==> src/rtl/seq_bidir_shifter.sv <==
// Sequential bidirectional rotator: one bit position per clock behind valid/ready ports.
// Optional macro SEQ_SHIFT_MODE_EN adds in_mode (rotate / logical / arithmetic shift).
module seq_bidir_shifter #(
    parameter int WIDTH = 8,
    parameter int SHW   = 3
) (
    input  logic             clk,
    input  logic             rst_n,
    input  logic             in_valid,
    output logic             in_ready,
    input  logic [WIDTH-1:0] in_data,
    input  logic [SHW-1:0]   in_shamt,
    input  logic             in_dir,
`ifdef SEQ_SHIFT_MODE_EN
    input  logic [1:0]       in_mode,
`endif
    output logic             out_valid,
    input  logic             out_ready,
    output logic [WIDTH-1:0] out_data,
    output logic             busy
);

    typedef enum logic [1:0] {
        S_IDLE  = 2'd0,
        S_SHIFT = 2'd1,
        S_DONE  = 2'd2
    } state_t;

    localparam logic [1:0] MODE_LOGIC = 2'b01;
    localparam logic [1:0] MODE_ARITH = 2'b10;

    state_t           state_q, state_d;
    logic [WIDTH-1:0] work_q, work_d;
    logic [SHW-1:0]   count_q, count_d;
    logic             dir_q, dir_d;
    logic [1:0]       mode_eff;

    // Single-position move; the bit entering the vacated end depends on the mode.
    function automatic logic [WIDTH-1:0] step1(
        input logic [WIDTH-1:0] w,
        input logic             dir,
        input logic [1:0]       mode
    );
        logic lsb_in;
        logic msb_in;
        lsb_in = w[WIDTH-1];
        msb_in = w[0];
        if (mode == MODE_LOGIC) begin
            lsb_in = 1'b0;
            msb_in = 1'b0;
        end else if (mode == MODE_ARITH) begin
            lsb_in = 1'b0;
            msb_in = w[WIDTH-1];
        end
        if (dir)
            step1 = {msb_in, w[WIDTH-1:1]};
        else
            step1 = {w[WIDTH-2:0], lsb_in};
    endfunction

`ifdef SEQ_SHIFT_MODE_EN
    logic [1:0] mode_q, mode_d;

    always_ff @(posedge clk) begin
        if (!rst_n)
            mode_q <= 2'b00;
        else
            mode_q <= mode_d;
    end

    always_comb begin
        mode_d = mode_q;
        if (state_q == S_IDLE && in_valid)
            mode_d = in_mode;
    end

    assign mode_eff = mode_q;
`else
    assign mode_eff = 2'b00;
`endif

    always_ff @(posedge clk) begin
        if (!rst_n)
            state_q <= S_IDLE;
        else
            state_q <= state_d;
    end

    always_ff @(posedge clk) begin
        if (!rst_n) begin
            work_q  <= '0;
            count_q <= '0;
            dir_q   <= 1'b0;
        end else begin
            work_q  <= work_d;
            count_q <= count_d;
            dir_q   <= dir_d;
        end
    end

    always_comb begin
        state_d = state_q;
        case (state_q)
            S_IDLE: begin
                if (in_valid)
                    state_d = (in_shamt == '0) ? S_DONE : S_SHIFT;
            end
            S_SHIFT: begin
                if (count_q == SHW'(1))
                    state_d = S_DONE;
            end
            S_DONE: begin
                if (out_ready)
                    state_d = S_IDLE;
            end
            default: state_d = S_IDLE;
        endcase
    end

    // Inputs are only sampled in IDLE, so anything driven during SHIFT/DONE is ignored.
    always_comb begin
        work_d  = work_q;
        count_d = count_q;
        dir_d   = dir_q;
        case (state_q)
            S_IDLE: begin
                if (in_valid) begin
                    work_d  = in_data;
                    count_d = in_shamt;
                    dir_d   = in_dir;
                end
            end
            S_SHIFT: begin
                work_d  = step1(work_q, dir_q, mode_eff);
                count_d = count_q - SHW'(1);
            end
            default: begin
                work_d  = work_q;
                count_d = count_q;
            end
        endcase
    end

    always_comb begin
        in_ready  = (state_q == S_IDLE);
        out_valid = (state_q == S_DONE);
        busy      = (state_q != S_IDLE);
        out_data  = work_q;
    end

endmodule

==> config.mk <==
export PLATFORM = sky130hd
export DESIGN_NAME = seq_bidir_shifter
export DESIGN_NICKNAME = d
export VERILOG_FILES = /design/src/rtl/seq_bidir_shifter.sv
export SDC_FILE = /design/constraint.sdc
export NUM_CORES = 1
export LEC_CHECK = 0
export CAP_MARGIN = 20
export CORE_MARGIN = 2
export CORE_UTILIZATION = 39
export CTS_BUF_LIST = sky130_fd_sc_hd__clkbuf_16
export CTS_CLUSTER_DIAMETER = 80
export DETAILED_ROUTE_END_ITERATION = 12
export GPL_TIMING_DRIVEN = 1
export PLACE_DENSITY = 0.74
export REMOVE_ABC_BUFFERS = 1
export SYNTH_ARGS = -nofsm -noshare
export SYNTH_HDL_FRONTEND = slang
export SYNTH_SLANG_ARGS = --single-unit
==> constraint.sdc <==
create_clock -name clk -period 1.14 [get_ports clk]
set_input_delay 0.171 -clock clk [delete_from_list [all_inputs] [get_ports clk]]
set_output_delay 0.171 -clock clk [all_outputs]
set_load 0.01 [all_outputs]
==> out/qor.txt <==
Max Transition Viols Final -> 0
Final Net Count -> 146
Synth top cells by count -> sky130_fd_sc_hd__dfxtp_1 (14), sky130_fd_sc_hd__nor2_1 (10), sky130_fd_sc_hd__a221oi_1 (9), sky130_fd_sc_hd__o21ai_0 (9), sky130_fd_sc_hd__mux2_2 (8)
crit end category -> flip-flop
dominant register cell in the synthesized netlist -> sky130_fd_sc_hd__dfxtp_1
number of enable-type register cells in the synthesized netlist -> 0
maximum number of pins on one net before global-route repair -> 11
library cell with the highest instance count after synthesis -> sky130_fd_sc_hd__dfxtp_1
antenna diode instance count -> 0
Switching Share -> 0.283
total of hold buffers inserted after clock tree synthesis -> 0
endpoint arrival time on the critical path -> 1430 ps
maximum vdd drop -> 1.21 mV
global-route wire length before repair -> 3570 um
mean instance size in the synthesized netlist -> 8.82 um2
iteration count of the initial detailed-routing pass -> 4
vertical die dimension -> 48.6 um
drt total wl -> 2580 um
Setup Total Neg Slack -> -883 ps
critical path class -> reg2reg
DRT antenna net count -> 0
combinational cell fraction of total power -> 0.333
vias in the first global route -> 766
top-area cell type share of the netlist area -> 0.361
Chip Width -> 48.6 um
post-detail-place hpwl -> 1420 um
number of placed I/O pins -> 27
effective utilization at floorplan -> 0.404
TritonCTS clock tree -> yes
Final Hold Violating Endpoints -> 0
leakage -> 0.602 nW
power per standard cell area -> 1350 nW/um2
placed cell count -> 146
PortBufs -> 26
final setup violation count -> 14
number of warnings printed during yosys synthesis -> 0
number of antenna violations at the first check in global routing -> 0
relative slew slack -> 0.755
maximum fanout count along the critical path -> 7
cells taking the most area after synthesis -> sky130_fd_sc_hd__dfxtp_1 (36%), sky130_fd_sc_hd__mux2_2 (12%), sky130_fd_sc_hd__a221oi_1 (10%)
post-detailed-route wirelength per cell -> 16.8 um
post-detailed-route DRC marker count -> 0
final critical-path setup slack -> -108 ps
total routing usage reported by global routing -> 0.193
min-delay worst type -> in2reg
clock tree root buffer cell -> sky130_fd_sc_hd__clkbuf_16
proportion of power drawn by the clock network -> 0.338
Die ar. -> 2360 um2
Core Area -> 1920 um2
total grt overflow -> 0
post-route fraction of the period consumed by the critical path -> 1.09
maximum count of clock buffers along a single path -> 2
deepest level of the CTS H-tree -> 1
fmax -> 802 MHz
GP Congestion -> 0.807
netlist area before placement -> 776 um2
number of sinks on the clock net -> 14
violations in the final reports -> negative setup slack
drt initial violations -> 13
CP required -> 1320 ps
setup repair after global routing missed its margin -> true
post-synth top area cell -> sky130_fd_sc_hd__dfxtp_1
status -> finished, violations left
flip-flop and latch count after synthesis -> 14
sequential element share of the synthesized area -> 0.361
number of instances in the synthesized netlist -> 88
critical path launch point type -> flip-flop
net switching power of the design -> 0.537 mW
final setup skew -> 1.51 ps
share of layout cells above drive strength 1 -> 0.421
post-route non-filler standard cell count -> 153
async set-reset flop share out of synthesis -> 0
number of violations of the max-capacitance limit -> 0
number of standard-cell rows in the floorplan -> 16
insertion delay of the later-clocked pin in the worst-skew pair -> 240 ps
actual slew at the worst max-slew pin -> 366 ps
sequential group share of total power -> 0.328
DP Area -> 1130 um2
layout overhead on the synthesized area -> 81.6%
Netlist cell types -> 27
Via density -> 5.54
internal portion of total power -> 1.36 mW
area of all placed cells without fillers -> 1410 um2
total via count after detailed routing -> 848
clock transition at the register clock pins on the worst setup and hold paths after CTS -> 40 ps
CTS Buf Count -> 3
min Tclk post-route -> 1250 ps
==> cells in the final DEF, fill, tap and decap left out, drive strengths merged <==
master	synthesis	final
o21ai	9	9
o21bai	1	1
o22ai	1	1
a221oi	9	9
dlymetal6s2s	0	1
o221ai	1	1
o311a	2	2
clkinvlp	0	1
buf	2	15
nor3	1	1
mux2	8	8
a21boi	1	1
o21ba	1	1
nand2	4	4
ha	2	2
or3b	1	1
dlygate4sd2	0	9
clkdlybuf4s50	0	14
nand2b	1	1
a21oi	4	4
nor2b	4	4
nor2	10	10
nor3b	2	2
dfxtp	14	14
clkbuf	3	4
inv	4	4
and2b	1	1
and2	1	1
==> area by class of cell <==
cell class / instances / area (um2)
Fill cell: 136 / 513
Clock buffer: 3 / 75.1
Multi-Input combinational cell: 64 / 593
Inverter: 5 / 22.5
Timing Repair Buffer: 40 / 394
Sequential cell: 14 / 290
Tap cell: 27 / 33.8
==> metal layers <==
metal	track usage	part of all wire	vias to the layer above
met5	0	0	-
li1	-	-	404
met4	0.0714	0.016	0
met1	0.228	0.41	412
met3	0.0648	0.048	6
met2	0.324	0.53	26
==> timing repair <==
action	in CTS	in global routing
cloned	1	0
pin swaps	7	13
setup endpoints to repair	24	16
buffers inserted	2	1
hold endpoints to repair	0	0
gates resized for setup	30	35
==> flip-flops by register name, summed over array words and instances, names as in the netlist <==
| register | count |
|---|---|
| out_data | 8 |
| state_q | 2 |
| dir_q | 1 |
| count_q | 3 |
==> logic make-up after synthesis <==
kind of cell / after synthesis / synth area share
flip-flops: 14 / 0.361
adder cells (fa/ha/maj): 2 / 0.0323
buffers and inverters: 10 / 0.0564
AO/OA/AOI/OAI: 29 / 0.268
AND/OR/NAND/NOR: 25 / 0.166
multiplexers: 8 / 0.116
==> critical path, stage by stage (launching register included) <==
cell and delay (ps):
sky130_fd_sc_hd__dfxtp_2 340, sky130_fd_sc_hd__buf_6 140, sky130_fd_sc_hd__or3b_4 430, sky130_fd_sc_hd__o22ai_2 150
sky130_fd_sc_hd__and2_1 130
==> power by group through the flow <==
stage / sequential, mW / combinational, mW / clock, mW
finish: 0.623 / 0.633 / 0.642
global route: 0.630 / 0.675 / 0.677
CTS: 0.604 / 0.512 / 0.655
detailed placement: 0.609 / 0.484 / 0
global placement: 0.607 / 0.477 / 0
floorplan: 0.623 / 0.222 / 0
==> worst paths after layout <==
| path | cells past startpoint | slack, ps | to | from |
|---|---|---|---|---|
| max | 4 | -110 | state_q[0] | state_q[1] |
| min | 4 | 430 | dir_q | in_valid |
| max reg2reg | 4 | -110 | state_q[0] | state_q[1] |
| min reg2reg | 2 | 560 | out_data[2] | out_data[2] |
==> stage by stage <==
stage	hold slack, ps	power, mW	worst slack, ps	util
after global placement	536	1.08	-315	0.589
after detailed placement	547	1.09	-336	0.589
after global routing	464	1.98	-138	0.733
final	428	1.90	-108	0.733
after floorplan	293	0.844	-120	-
after CTS	496	1.77	-132	0.667
No activity file was read; power rests on OpenSTA's default activity.
